<file path="src/rtl/ternary_conv_pkg.sv">
// ternary_conv_pkg: kernel weight encodings and width helpers shared by the ternary conv MAC.
package ternary_conv_pkg;
  localparam logic [1:0] KW_ZERO = 2'b00;
  localparam logic [1:0] KW_POS  = 2'b01;
  localparam logic [1:0] KW_RSVD = 2'b10;
  localparam logic [1:0] KW_NEG  = 2'b11;

  function automatic int clog2(input int v);
    int r;
    r = 0;
    while ((1 << r) < v) r++;
    return r;
  endfunction

  function automatic int sum_w(input int data_w, input int n);
    return data_w + 1 + clog2(n);
  endfunction
endpackage

</file>
<file path="src/rtl/pipelined_adder_tree.sv">
// pipelined_adder_tree: registered binary adder tree, zero-padded to a power of two, growing one bit per level.
module pipelined_adder_tree
  import ternary_conv_pkg::*;
#(
  parameter int IN_W = 10,
  parameter int N = 25,
  localparam int D = clog2(N)
) (
  input  logic                   clk,
  input  logic                   rst_n,
  input  logic                   in_valid,
  input  logic                   in_last,
  input  logic [N*IN_W-1:0]      data,
  output logic signed [IN_W+D-1:0] sum,
  output logic                   out_valid,
  output logic                   out_last,
  output logic                   busy
);
  localparam int P = 1 << D;
  logic [P*IN_W-1:0] pad;
  logic [D:0] vbits;
  always_comb begin
    pad = '0;
    pad[N*IN_W-1:0] = data;
  end
  for (genvar l = 0; l <= D; l++) begin : g_lvl
    localparam int W = IN_W + l;
    localparam int M = P >> l;
    logic [M*W-1:0] v;
    logic vld, lst;
    if (l == 0) begin : g_in
      assign v = pad;
      assign vld = in_valid;
      assign lst = in_last;
    end else begin : g_add
      // each pair is sign-extended one bit before adding, so no carry is ever lost
      always_ff @(posedge clk or negedge rst_n) begin
        if (!rst_n) begin
          v <= '0;
          vld <= 1'b0;
          lst <= 1'b0;
        end else begin
          for (int j = 0; j < M; j++)
            v[j*W +: W] <= W'($signed(g_lvl[l-1].v[2*j*(W-1) +: W-1]))
                         + W'($signed(g_lvl[l-1].v[(2*j+1)*(W-1) +: W-1]));
          vld <= g_lvl[l-1].vld;
          lst <= g_lvl[l-1].lst;
        end
      end
    end
    assign vbits[l] = vld;
  end
  assign sum = g_lvl[D].v;
  assign out_valid = g_lvl[D].vld;
  assign out_last = g_lvl[D].lst;
  assign busy = |vbits;
endmodule

</file>
<file path="src/rtl/ternary_conv_mac.sv">
// ternary_conv_mac: K*K ternary-weight dot product, pipelined tree sum, per-pixel channel accumulation with saturation.
module ternary_conv_mac
  import ternary_conv_pkg::*;
#(
  parameter int DATA_W = 9,
  parameter int K = 5,
  parameter int OUT_W = 16,
  parameter int ACC_W = 24
) (
  input  logic                   clk,
  input  logic                   rst_n,
  input  logic                   in_valid,
  input  logic                   in_last,
  input  logic [K*K*DATA_W-1:0]  feature_in,
  input  logic [K*K*2-1:0]       kernel,
  output logic                   out_valid,
  output logic [OUT_W-1:0]       out_data,
  output logic                   out_sat,
  output logic                   busy
);
  localparam int N = K * K;
  localparam int PW = DATA_W + 1;
  localparam int SUM_W = sum_w(DATA_W, N);
  localparam logic signed [ACC_W-1:0] MAX_V = ACC_W'(2 ** (OUT_W - 1) - 1);
  localparam logic signed [ACC_W-1:0] MIN_V = ~MAX_V;

  logic [N*PW-1:0] prod_d, prod;
  logic s0_valid, s0_last;
  logic signed [SUM_W-1:0] sum;
  logic t_valid, t_last, t_busy;
  logic signed [ACC_W-1:0] acc, acc_next;
  logic clear, hi, lo;

  // one extra bit lets -(-2^(DATA_W-1)) be represented exactly
  always_comb begin
    prod_d = '0;
    for (int i = 0; i < N; i++)
      prod_d[i*PW +: PW] = kernel[i*2 +: 2] == KW_POS ? PW'($signed(feature_in[i*DATA_W +: DATA_W]))
                         : kernel[i*2 +: 2] == KW_NEG ? -PW'($signed(feature_in[i*DATA_W +: DATA_W]))
                         : '0;
  end

  always_ff @(posedge clk or negedge rst_n) begin
    if (!rst_n) begin
      prod <= '0;
      s0_valid <= 1'b0;
      s0_last <= 1'b0;
    end else begin
      prod <= prod_d;
      s0_valid <= in_valid;
      s0_last <= in_last;
    end
  end

  pipelined_adder_tree #(.IN_W(PW), .N(N)) u_tree (
    .clk(clk),
    .rst_n(rst_n),
    .in_valid(s0_valid),
    .in_last(s0_last),
    .data(prod),
    .sum(sum),
    .out_valid(t_valid),
    .out_last(t_last),
    .busy(t_busy)
  );

  always_comb begin
    acc_next = (clear ? '0 : acc) + ACC_W'(sum);
    hi = acc_next > MAX_V;
    lo = acc_next < MIN_V;
  end

  always_ff @(posedge clk or negedge rst_n) begin
    if (!rst_n) begin
      acc <= '0;
      clear <= 1'b1;
      out_valid <= 1'b0;
      out_data <= '0;
      out_sat <= 1'b0;
    end else begin
      out_valid <= t_valid & t_last;
      if (t_valid) begin
        acc <= acc_next;
        clear <= t_last;
      end
      if (t_valid & t_last) begin
        out_data <= hi ? OUT_W'(MAX_V) : lo ? OUT_W'(MIN_V) : acc_next[OUT_W-1:0];
        out_sat <= hi | lo;
      end
    end
  end

  assign busy = t_busy | ~clear;
endmodule
</file>
<file path="config.mk">
export PLATFORM = sky130hd
export DESIGN_NAME = ternary_conv_mac
export DESIGN_NICKNAME = d
export VERILOG_FILES = /design/src/rtl/ternary_conv_pkg.sv /design/src/rtl/pipelined_adder_tree.sv /design/src/rtl/ternary_conv_mac.sv
export SDC_FILE = /design/constraint.sdc
export NUM_CORES = 1
export LEC_CHECK = 0
export BUFFER_PORTS_ARGS = -buffer_cell sky130_fd_sc_hd__clkbuf_2
export CORE_MARGIN = 2
export CORE_UTILIZATION = 55
export DETAILED_ROUTE_END_ITERATION = 12
export GPL_TIMING_DRIVEN = 0
export PLACE_DENSITY = 0.75
export SLEW_MARGIN = 20
export SYNTH_ARGS = -nofsm -noshare
export SYNTH_HDL_FRONTEND = slang
export SYNTH_SLANG_ARGS = --single-unit
</file>
<file path="constraint.sdc">
create_clock -name clk -period 6.8 [get_ports clk]
set_input_delay 1.36 -clock clk [delete_from_list [all_inputs] [get_ports clk]]
set_output_delay 1.36 -clock clk [all_outputs]
set_load 0.1 [all_outputs]
</file>
After elaboration in Yosys (flattened, before gate mapping)
Index checks and enable logic that the tools add are counted.
Word-level totals
  register bits after elaboration: 621
  input bits: 279
  output and inout port bits: 19
Operators by class
  add/sub/neg operators: 50
  order comparisons: 2
  eq/ne operators: 50
  multiplexer cells: 53
  bitwise logic cells: 4
  reductions and logical operators: 1
Operators with widths (number)
  10-bit two-way mux: 50
  10-bit negator: 25
  10-bit by 10-bit adder with 11-bit output: 12
  11-bit by 11-bit adder with 12-bit output: 6
  2-bit by 1-bit equality test with 1-bit output, second input constant: 25
  2-bit equality test, second input constant: 25
  12-bit by 12-bit adder with 13-bit output: 3
  16-bit two-way mux: 2
  24-bit adder: 1
  24-bit by 16-bit > comparator with 1-bit output, second input constant: 1
  24-bit by 16-bit < comparator with 1-bit output, second input constant: 1
  24-bit two-way mux: 1
  14-bit by 14-bit adder with 15-bit output: 1
  13-bit by 10-bit adder with 14-bit output: 1
  13-bit by 13-bit adder with 14-bit output: 1
  6-bit OR reduction: 1
  1-bit bitwise OR: 2
  1-bit AND: 1
  1-bit NOT: 1

Depth between registers and ports, before layout
Gate-level depths: netlist of run 1.
  word-level depth: 5
  gate-level depth with buffers: 14
  depth with buffers taken out: 12

By module
A second synthesis of run 1 with hierarchy kept.
Unflattened totals
  cells, all modules: 3232
  area total of the unflattened synthesis: 34036.4 sq um
By module, submodules not included
  pipelined_adder_tree: times used 1, cells an instance 1665, area each 18378.9 sq um
  ternary_conv_mac: times used 1, cells an instance 1567, area each 15657.5 sq um

Least setup slack after synthesis of run 1
Ideal clock, no wire load.
  path type: register to register
  start: reg clear
  end: reg out_data[10]
  library setup time: 0.123 ns
  arrival time: 3.564 ns
  data required time: 6.677 ns
  setup slack: 3.113 ns
  stages on the path, launching flop included: 15
  buffers on the path: 3
  period minus slack after synthesis: 3.687 ns
  cells stage by stage: dfstp_2 -> clkbuf_1 -> nor2b_1 -> ha_1 -> buf_6 -> a21o_1 -> a311o_1 -> a211oi_4 -> o31ai_2 -> a31oi_4 -> xnor2_2 -> nand4b_1 -> o41ai_4 -> buf_6 -> a21oi_2
Between the ends
  word-level cells in the longest chain between the ends: 5
Ends and longest elaborated chain
  from (decl): line ternary_conv_mac.sv:32  | logic clear, hi, lo;
  from (signal assigned): line ternary_conv_mac.sv:84  | clear <= t_last;
  24-bit two-way mux (*): line ternary_conv_mac.sv:68  | acc_next = (clear ? '0 : acc) + ACC_W'(sum);
  24-bit adder (*): line ternary_conv_mac.sv:68
  24-bit by 16-bit < comparator with 1-bit output: line ternary_conv_mac.sv:70  | lo = acc_next < MIN_V;
  16-bit two-way mux: line ternary_conv_mac.sv:87  | out_data <= hi ? OUT_W'(MAX_V) : lo ? OUT_W'(MIN_V) : acc_next[OUT_W-1:0];
  16-bit two-way mux (*): line ternary_conv_mac.sv:87
  to (signal assigned): line ternary_conv_mac.sv:87
  to (decl): line ternary_conv_mac.sv:17  | output logic [OUT_W-1:0] out_data,
Every way passes the cells marked *; elsewhere a longest branch is shown, timed or not.
A chain may end at the register's enable or synchronous reset.

Worst setup path in the final report of run 1
  start: reg clear
  end: reg out_data[9]
The elaborated chain is that of the path after synthesis.

==> results of run 1 <==
==> stage by stage <==
step	setup WS (ns)	instances	hold slack [ns]	setup TNS [ns]
after global routing	1.838	4477	0.3583	0
final	2.342	4477	0.3475	0
after floorplan	3.113	3283	0.3312	0
after CTS	2.344	4477	0.3483	0
after detailed placement	2.382	4357	0.3347	0
after global placement	-9.499	4350	0.3350	-5830.71
==> critical path, delay by kind of cell, from the launching register on <==
kind,cells,cell delay (ns)
adders and majority gates,1,0.48
DFF,1,0.62
AOI/OAI and AO/OA,7,2.15
buffers and inverters,2,0.64
and+or+nand+nor,3,0.48
==> flip-flops by register name, indices dropped and copies added (netlist names) <==
name / flops
acc: 24
clear: 1
out_data: 16
out_sat: 1
out_valid: 1
prod: 250
s0_last: 1
s0_valid: 1
u_tree.g_lvl.lst: 4
u_tree.g_lvl.v: 301
u_tree.g_lvl.vld: 4
u_tree.out_last: 1
u_tree.out_valid: 1
u_tree.sum: 15
==> power breakdown <==
part / switching (uW) / leakage [uW] / total (uW) / internal, uW
Combinational: 3580 / 0.0100 / 6200 / 2620
Clock: 1430 / 0.00108 / 3570 / 2150
Sequential: 417 / 0.00765 / 5040 / 4620
Total: 5420 / 0.0188 / 14800 / 9390
==> logic make-up after synthesis <==
| logic type | count (synthesis) |
|---|---|
| AO/OA/AOI/OAI | 654 |
| XOR/XNOR | 335 |
| adder cells (fa/ha/maj) | 335 |
| buffers and inverters | 338 |
| flip-flops | 621 |
| multiplexers | 60 |
| AND/OR/NAND/NOR | 940 |
==> final timing paths <==
kind / from / end / slack [ns] / depth (start not counted)
worst min-delay path: u_tree.g_lvl[1].v[135] / u_tree.g_lvl[2].v[75] / 0.35 / 0
min in group asynchronous: rst_n / prod[94] / 0.69 / 1
worst max-delay path: clear / out_data[9] / 2.34 / 13
worst min register to register: u_tree.g_lvl[1].v[135] / u_tree.g_lvl[2].v[75] / 0.35 / 0
worst max register to register: clear / out_data[9] / 2.34 / 13
max in group asynchronous: rst_n / prod[162] / 4.62 / 4
==> area by class of cell <==
| class | count | area (sq um) | area share [%] |
|---|---|---|---|
| sequential | 621 | 15540 | 40.30 |
| buffer | 28 | 128.9 | 0.3342 |
| inverter | 310 | 1164 | 3.017 |
| clock inverter | 30 | 342.8 | 0.8890 |
| multi-input combinational | 2324 | 16940 | 43.92 |
| clock buffer | 90 | 1844 | 4.782 |
| timing repair buffer | 292 | 1628 | 4.221 |
| tap | 782 | 978.4 | 2.537 |
==> placed cells by master (no fill, tap or decap), drive strengths merged, types with 23 or more instances in the layout <==
cell type and instances:
nor2b 131, and2 170, xnor2 304, o41ai 29, mux2 26, nor3 38, o31ai 23, o21ai 189
nand2 241, nor2 208, inv 315, dfrtp 620, a21o 42, xor2 31, clkbuf 399, mux2i 34
a21oi 170, nand2b 56, ha 310, a21boi 81, or3 24, fa 25
==> layer usage <==
metal  global-route usage (%)  up-vias  share of wire [%]
met5                        0        -                  0
met4                    6.847        0                3.0
met3                    3.786      120                3.6
met2                    35.40      339                 48
met1                    26.90    10946                 45
li1                         -    11810                  -
==> impl_results.md, run 1 <==
- Status: finished clean
- Critical-path top delay cell: dfstp_2
- Die Width: roughly 250 um
- Ys flop type: dfrtp_1
- Synthesis warning total: 0
- Routability cong.: just over 0.9
- CP most frequent cell: o21ai_1
- Synth Instances: roughly 3.3k
- Post-Synth Simple-Gate Area: 14.02%
- Die Ht: roughly 250 um
- WP data required: 7.32 ns
- Mux contribution to synthesized area: about 1.9%
- Synth Area in Adders: between 10% and 20%
- Total grt overflow: 0
- Clk slew on worst S/H paths: around 0.060 ns
- Synth Area in Compound Gates: around an eighth
- RSZ-0062 raised after global routing: no
- Post-CTS Resized: 0
- # clock sinks: slightly above 600
- Avg Synthesized Cell Area: around 10 sq um
- Largest net degree at the start of global routing: just under 100
- CP Capture Type: flop
- Overall power: 14,820 uW
- Post-route cell area: 0.03856 sq mm
- Clk buf depth: 3
- Wire length per cell: 14.12 um
- MaxCap Viol Count: 0
- Placement Rows: 90
- # hold bufs at CTS: 0
- Asr flop ratio synth: 100.0%
- Synth top area cells: dfrtp_1 46%, ha_1 11%, xnor2_1 7.9%
- Largest family of logic cells by synthesized area: simple AND/OR/NAND/NOR gates
- DRC errors left: 0
- CTS tree: yes
- CP Launch Type: flop
- Worst-Margin Slew: 0.6203 ns
- H-tree Lvls: 3
- Data arrival, critical path: about 5 ns
- Clock skew: between 0.02 and 0.03 ns
- Clock root cell: clkbuf_16
- Die area: 0.06340 sq mm
- # diodes: 0
- F_max: approximately 220 MHz
- Netlist Area Pre-Place: 0.03377 sq mm
- Seq/Total Area, Yosys: a little under half
- Critical path's largest stage delay: approximately 0.62 ns
- First-pass GRT wire length: 108,300 um
- HPWL after DPL: around 49,000 um
- Synth Area in XOR/XNOR: 8.711%
- EDFF count, synth: 0
- Final wirelength: about 63,000 um
- VDD IR max: 200.0 uV
- Critical path class: reg -> reg
- Tcrit/Tclk final: approximately 66%
- Static Leak: 0.01875 uW
- CTS Buf Count: between 60 and 70
- Clk Latency, worst-skew pair: 0.59 ns
- Drt via density: 5.185
- Fillers: around 5k
- Via count: about 23k
- Cell taking the most area after synthesis: dfrtp_1
- Starting density of the core: a little under three fifths
- Normalized max-slew margin: about 59%
- Placed Area: around 0.036 sq mm
- Count leader, synth: dfrtp_1
- DR iter-0 viols: around 950
- Layout cell share with drive strength beyond 1: 12.64%
- Final ANT Viol Nets: 0
- Final net count: between 4k and 5k
- Fin crit period: around 4.5 ns
- Vias in the first global route: 23.31k
- Syn-to-layout area delta: 14.19%
- I/O Buffers: between 200 and 300
- CP Cell Sequence: clkbuf_1 > nor2b_1 > fa_1 > a211oi_1 > o21ai_1 > o21ai_1 > a21oi_1 > o311ai_1 > nand4b_1 > o41ai_4 > buf_6 > nand2_2 > a21oi_2
- Initial DRT Pass Iterations: 5
- Post-Syn Nets: roughly 4k
- Final Hold Violating Endpoints: 0
- Final Util: a little under two thirds
- Setup Fix Bufs, Post-CTS: 0
- Seq cells post-synth: a little over 600
- Final Max Slew Viols: 0
- Post-synth cell types: 69
- Core ar.: a little over 0.06 sq mm
- Synth top cells by count: 620 x dfrtp_1, 310 x ha_1, 309 x inv_1
- Critical-path maximum fanout: 10
- Final setup vio count: 0
- Pwr Density: just under 400 mW/mm^2
- Tot GR Track Use: approximately a fifth
- Yosys top cell area share: 45.94%
- Worst Hold Class: reg -> reg
- I/O Pins: between 200 and 300
- Initial antenna violation count: 0
No activity file was read; power rests on OpenSTA's default activity.
==> run 2, diff against run 1 <==
--- a/config.mk
+++ b/config.mk
@@ -5,6 +5,7 @@
 export SDC_FILE = /design/constraint.sdc
 export NUM_CORES = 1
 export LEC_CHECK = 0
+export ABC_AREA = 1
 export BUFFER_PORTS_ARGS = -buffer_cell sky130_fd_sc_hd__clkbuf_2
 export CORE_MARGIN = 2
 export CORE_UTILIZATION = 55
==> constraint.sdc (replaced) <==
create_clock -name clk -period 4.2 [get_ports clk]
set_input_delay 0.84 -clock clk [delete_from_list [all_inputs] [get_ports clk]]
set_output_delay 0.84 -clock clk [all_outputs]
set_load 0.1 [all_outputs]
==> run 2 against run 1 <==
Effect of this change:
- final cell count up 10%
- combinational power rose by 49%
- die area shrank 0.48%
- sequential power increased by 61%
- clock skew is 0.0079 ns lower
- critical endpoint is now out_data[10]
==> impl_results.md, run 2 <==
- MaxCap Viol Count: 0 (unchanged)
- Tot GR Track Use: 22.67% (+1.9 points)
- RSZ-0062 raised after global routing: no
- Final Max Slew Viols: 0 (unchanged)
- EDFF count, synth: 0 (unchanged)
- Total grt overflow: 0 (unchanged)
- CP Capture Type: flop
- Final Util: 63.59% (about the same)
- Routability cong.: 0.9066 (-1.8%)
- Core ar.: 0.06036 sq mm (-0.37%)
- Seq cells post-synth: 621 (unchanged)
- Worst-Margin Slew: 0.6606 ns (+0.04022 ns)
- Most frequent cells in the layout: 620 x inv_1, 620 x dfrtp_1, 529 x nand2_1, 310 x ha_1, 309 x a21oi_1
- Wire length per cell: 14.03 um (-0.68%)
- HPWL after DPL: 54,440 um (+12%)
- Die Ht: 251.2 um (-0.24%)
- Post-Syn Nets: 4,348 (+12%)
- Ys flop type: dfrtp_1
- Clk Latency, worst-skew pair: 0.63 ns (+0.04 ns)
- Avg Synthesized Cell Area: 9.000 sq um (-13%)
- Clk buf depth: 3 (unchanged)
- Netlist Area Pre-Place: 0.03361 sq mm (-0.48%)
- Normalized max-slew margin: 55.96% (-2.6 points)
- Final ANT Viol Nets: 0 (unchanged)
- Setup WS pre-CTS: 0.3825 ns (-1.999 ns)
- Post-synth cell types: 45 (-35%)
- Synth Instances: 3,734 (+14%)
- Critical-path maximum fanout: 10 (unchanged)
- Clock root cell: clkbuf_16
- Yosys top cell area share: 46.17% (+0.22 points)
- # hold bufs at CTS: 0 (unchanged)
- Cell taking the most area after synthesis: dfrtp_1
- Overall power: 23,020 uW (+55%)
- Die area: 0.06310 sq mm (-0.48%)
- Static Leak: 0.02003 uW (+6.8%)
- Asr flop ratio synth: 100.0% (unchanged)
- Largest delay share family, worst path: simple AND/OR/NAND/NOR gates
- First-pass GRT wire length: 117,800 um (+8.8%)
- Layout cell share with drive strength beyond 1: 11.21% (-1.4 points)
- Die Width: 251.2 um (-0.24%)
- Clock skew: 0.01861 ns (-0.007900 ns)
- CP most frequent cell: nand2_1
- Data arrival, critical path: 4.37 ns (-0.61 ns)
- Tcrit/Tclk final: 92.05% (+26 points)
- Final Hold Violating Endpoints: 0 (unchanged)
- Fillers: 5,060 (+2.0%)
- Critical-path top delay cell: dfstp_2
- Pwr Density: 599.7 mW/mm^2 (+56%)
- VDD IR max: 415.1 uV (+110%)
- WP data required: 4.70 ns (-2.62 ns)
- CP Launch Type: flop
- Starting density of the core: 55.68% (-0.061 points)
- Vias in the first global route: 25.60k (+9.8%)
- F_max: 258.7 MHz (+15%)
- DR iter-0 viols: 1,278 (+35%)
- Setup Fix Bufs, Post-CTS: 0 (unchanged)
- Regs by FF count: u_tree.g_lvl.v: 301 flops, prod: 250 flops, acc: 24 flops
- Setup ws final: 0.3338 ns (-2.008 ns)
- Cell Count, Final, Fillers Out: 4,935 (+10%)
- Critical path class: reg -> reg
- Drt via density: 5.164 (-0.41%)
- CTS Buf Count: 61 (-10%)
- Via count: 25.49k (+9.8%)
- DRC errors left: 0 (unchanged)
- Synth top area cells: dfrtp_1 46%, ha_1 12%, inv_1 6.9%
- Critical path's largest stage delay: 0.52 ns (-0.10 ns)
- Final net count: 4,711 (+11%)
- I/O Pins: 298 (unchanged)
- # clock sinks: 621 (unchanged)
- WHS: 0.2271 ns (-0.1204 ns)
- Largest net degree at the start of global routing: 101 (+4.1%)
- Seq/Total Area, Yosys: 46.24% (+0.22 points)
- H-tree Lvls: 2 (-1)
- Biggest register: u_tree.g_lvl.v
- Synthesis warning total: 0 (unchanged)
- I/O Buffers: 294 (+3.2%)
- Final wirelength: 69,230 um (+9.5%)
- Initial DRT Pass Iterations: 5 (unchanged)
- Syn-to-layout area delta: 14.21% (about the same)
- Final setup vio count: 0 (unchanged)
- Post-CTS Resized: 0 (unchanged)
- Synth top cells by count: 620 x dfrtp_1, 620 x inv_1, 529 x nand2_1
- Post-Place Cells: 4,816 (+11%)
- Max reg flops: 301 (unchanged)
- CP Cell Sequence: clkbuf_1 > clkbuf_1 > nor2_1 > ha_1 > fa_1 > nand3_1 > nand3_1 > nand2_1 > nand2_1 > nand2_1 > nand3b_1 > nand2_1 > nand3_1 > nor2_2 > nand3_2 > a21oi_4 > buf_6 > a21oi_2
- Clk slew on worst S/H paths: 0.06 ns (about the same)
- CTS tree: yes
- Placement Rows: 90 (unchanged)
- Crit path buf inv count: 3 (+1)
- Fin crit period: 3.866 ns (-0.5922 ns)
- Status: finished clean
- Worst Hold Class: in -> async
- Initial antenna violation count: 8 (+8)
## run 2: power breakdown
group | internal (uW) | switching [uW] | total [uW]
clock network | 3380 | 2300 | 5680
logic | 3500 | 5710 | 9210
registers | 7460 | 666 | 8120
total | 14300 | 8680 | 23000
## run 2: worst paths after layout
check,cells after the start,endpoint,slack [ns],startpoint
min in group clk,1,s0_valid,0.31,in_valid
hold / removal,1,prod[16],0.23,rst_n
setup reg to reg,18,out_data[10],0.33,clear
max in group asynchronous,4,prod[182],2.26,rst_n
setup / recovery,18,out_data[10],0.33,clear
hold reg to reg,0,u_tree.g_lvl[3].v[47],0.34,u_tree.g_lvl[2].v[80]
## run 2: area by class of cell
| cell class | count | area [sq um] | share of cell area (%) |
|---|---|---|---|
| Inverter | 627 | 2354 | 6.132 |
| Sequential cell | 621 | 15540 | 40.49 |
| Timing Repair Buffer | 300 | 1645 | 4.287 |
| Clock inverter | 34 | 419.2 | 1.092 |
| Tap cell | 782 | 978.4 | 2.549 |
| Antenna cell | 4 | 10.01 | 0.02608 |
| Buffer | 14 | 71.32 | 0.1858 |
| Clock buffer | 81 | 1723 | 4.489 |
| Multi-Input combinational cell | 2472 | 15640 | 40.75 |
## run 2: metal layers
metal / GRT usage (%) / part of all wire, % / vias up
met5: 0 / 0.082 / -
met3: 3.779 / 4.4 / 144
met1: 28.51 / 43 / 11801
met4: 7.721 / 3.1 / 8
li1: - / - / 13069
met2: 39.72 / 49 / 464
## run 2: cell families after synthesis
family                     synth area share (%)
xor gates and xnor gates                  6.381
and+or+nand+nor                           13.72
buffers and inverters                     7.215
DFF                                       46.24
AOI/OAI and AO/OA                         13.41
adders and majority gates                 13.03
## run 2: through the flow
stage	instance area, sq um	TNS (ns)
6_report	38380	0
5_1_grt	38380	0
4_1_cts	38370	0
3_5_place_dp	36230	0
3_3_place_gp	36060	-7007.26
2_1_floorplan	33610	0
## run 2: worst reg2reg max path: cells and delay by family, from the launching register on
| family | cells | cell delay, ns |
|---|---|---|
| buffers and inverters | 3 | 0.94 |
| AO/OA/AOI/OAI | 2 | 0.32 |
| adder cells (fa/ha/maj) | 2 | 0.69 |
| flip-flops | 1 | 0.52 |
| AND/OR/NAND/NOR | 11 | 1.25 |
==> run 3, diff against run 2 <==
--- a/config.mk
+++ b/config.mk
@@ -9,9 +9,11 @@
 export BUFFER_PORTS_ARGS = -buffer_cell sky130_fd_sc_hd__clkbuf_2
 export CORE_MARGIN = 2
 export CORE_UTILIZATION = 55
+export CTS_BUF_LIST = sky130_fd_sc_hd__clkbuf_2
 export DETAILED_ROUTE_END_ITERATION = 12
 export GPL_TIMING_DRIVEN = 0
 export PLACE_DENSITY = 0.75
+export REMOVE_ABC_BUFFERS = 1
 export SLEW_MARGIN = 20
 export SYNTH_ARGS = -nofsm -noshare
 export SYNTH_HDL_FRONTEND = slang
==> run 3 against run 2 <==
Effect of this change:
- wire length is 28% higher
- cell area is 13% higher
- setup slack worse by 0.059 ns
- register-to-register slack better by 0.22 ns
- sequential power hardly changed
- combinational power is 5.2% higher
- critical path depth is 15 lower
- flip-flop and latch count stayed put
- global-route usage is 5.9 points higher
- hold slack worse by 0.051 ns
- largest cell class unchanged
==> impl_results.md, run 3 (same netlist as run 2, synthesis figures left out) <==
- Status: finished clean
- H-tree Lvls: 4 (+2)
- CP Cell Sequence: inv_1 > nand4_1 > clkbuf_2
- Switch Pwr: 9018 uW (+3.9%)
- Vias in the first global route: 31.64k (+24%)
- Starting density of the core: 55.68% (unchanged)
- Total negative slack: 0 ns (unchanged)
- VDD IR max: 318.1 uV (-23%)
- Die Width: 251.2 um (unchanged)
- Normalized max-slew margin: 39.49% (-16 points)
- # hold bufs at CTS: 565 (+565)
- Die area: 0.06310 sq mm (unchanged)
- Fin crit period: 3.925 ns (+0.05918 ns)
- RSZ-0062 raised after global routing: no
- Regs by FF count: u_tree.g_lvl.v: 301 flops, prod: 250 flops, acc: 24 flops
- Fillers: 4,066 (-20%)
- WP data required: 3.36 ns (-1.34 ns)
- WHS: 0.1759 ns (-0.05121 ns)
- Placed Area: 0.03620 sq mm (about the same)
- Data arrival, critical path: 3.09 ns (-1.28 ns)
- Tot GR Track Use: 28.58% (+5.9 points)
- Final Hold Violating Endpoints: 0 (unchanged)
- Critical path's largest stage delay: 0.80 ns (+0.28 ns)
- Hold Path Depth: 2
- Clock skew: 0.1045 ns (+0.08587 ns)
- Syn-to-layout area delta: 28.96%
- DRC errors left: 0 (unchanged)
- CTS Buf Count: 155 (+150%)
- Final wirelength: 88,430 um (+28%)
- # clock sinks: 621 (unchanged)
- Setup Fix Bufs, Post-CTS: 0 (unchanged)
- Largest net degree at the start of global routing: 96 (-5.0%)
- Initial antenna violation count: 6 (-2)
- Critical-path maximum fanout: 45 (+35)
- Clk slew on worst S/H paths: 0.11 ns (+0.05 ns)
- Drt via density: 5.355 (+3.7%)
- Seq pwr share: 37.0% (+1.7 points)
- Total grt overflow: 0 (unchanged)
- Tcrit/Tclk final: 93.46% (+1.4 points)
- Terminus of the critical flop-to-flop path: out_data[4]
- F_max: 254.8 MHz (-1.5%)
- First-pass GRT wire length: 146,600 um (+24%)
- Post-CTS Resized: 0 (unchanged)
- I/O Pins: 298 (unchanged)
- CP Launch Type: flop
- Worst reg-to-reg setup slack: 0.55 ns (+0.22 ns)
- Initial DRT Pass Iterations: 10 (+5)
- Core ar.: 0.06036 sq mm (unchanged)
- CTS tree: yes
- Reg2reg start: clear
- Hold EP: s0_last
- Placement Rows: 90 (unchanged)
- CP Capture Type: primary output
- Via count: 30.28k (+19%)
- Post-route cell area: 0.04334 sq mm (+13%)
- Commonest non-fill, non-tap cell in the layout: inv_1
- Clk buf depth: 3 (unchanged)
- Hold Crit Start: in_last
- Static Leak: 0.02260 uW (+13%)
- Worst Reg-to-Reg Cells: 15 (-3)
- Final net count: 5,360 (+14%)
- Clock root cell: clkbuf_2
- Critical path class: reg -> out
- Worst-Margin Slew: 0.9076 ns (+0.2470 ns)
- Biggest register: u_tree.g_lvl.v
- P_int: 12,970 uW (-9.5%)
- HPWL after DPL: 52,640 um (-3.3%)
- Worst Hold Class: in -> reg
- Wire length per cell: 15.64 um (+11%)
- Layout cell share with drive strength beyond 1: 12.32% (+1.1 points)
- DR iter-0 viols: 1,955 (+53%)
- Most frequent cells in the layout: 620 x inv_1, 619 x dfrtp_1, 564 x dlygate4sd3_1, 529 x nand2_1, 514 x clkbuf_2
- Routability cong.: 0.8929 (-1.5%)
- I/O Buffers: 297 (+1.0%)
- Critical-path top delay cell: dfrtp_2
- MaxCap Viol Count: 0 (unchanged)
- Final ANT Viol Nets: 0 (unchanged)
- Clk Latency, worst-skew pair: 1.37 ns (+0.74 ns)
- Max reg flops: 301 (unchanged)
- Logic gate share of total power: 44.1% (+4.1 points)
- Final Max Slew Viols: 0 (unchanged)
- Sw frac: 41.01% (+3.3 points)
- Die Ht: 251.2 um (unchanged)
- Final setup vio count: 0 (unchanged)
- Clock share of power: 19.0% (-5.7 points)
- Pwr Density: 507.3 mW/mm^2 (-15%)
run 3: stage by stage:
stage	setup WS [ns]	std cells	power, uW	utilization, %
2_1_floorplan	1.278	3720	15080	-
3_3_place_gp	-11.36	4799	17100	59.65
3_5_place_dp	0.5903	4806	17340	59.98
4_1_cts	0.04984	5644	21980	71.76
5_1_grt	0.02195	5649	23900	71.78
6_report	0.2747	5654	21990	71.80
run 3: layout make-up:
cell class	instances	area (sq um)	area share, %
multi-input combinational	2472	15640	36.09
sequential	621	15540	35.86
timing repair buffer	869	7353	16.97
inverter	627	2354	5.430
clock buffer	218	1091	2.517
tap	782	978.4	2.258
clock inverter	55	354.1	0.8170
antenna	10	25.02	0.05774
run 3: how the worst max path moves through the flow:
stage / startpoint / cells after the start / slack (ns) / endpoint
2_1_floorplan: clear / 15 / 1.28 / out_data[0]
3_3_place_gp: rst_n / 1 / -11.36 / out_data[14]
3_5_place_dp: clear / 15 / 0.59 / out_data[0]
4_1_cts: u_tree.out_valid / 3 / 0.05 / busy
5_1_grt: u_tree.out_valid / 3 / 0.02 / busy
6_report: u_tree.out_valid / 3 / 0.27 / busy
run 3: power by group through the flow:
stage / logic [uW] / clock network, uW / registers, uW
5_1_grt: 11000 / 4640 / 8240
3_5_place_dp: 9090 / 0 / 8250
6_report: 9690 / 4170 / 8130
4_1_cts: 9600 / 4250 / 8140
2_1_floorplan: 6700 / 0 / 8390
3_3_place_gp: 8850 / 0 / 8260
run 3: routing by layer:
metal	GRT usage, %	up-vias	share of wire [%]
met4	16.39	2	5.1
met1	32.03	14171	39
met2	50.72	1230	50
met5	0	-	0.015
met3	5.705	416	5.5
li1	-	14457	-
run 3: critical path: cells and delay by family, from the launching register on:
family | cells | cell delay, ns
buf+inv | 2 | 0.77
simple gates | 1 | 0.20
flops | 1 | 0.80
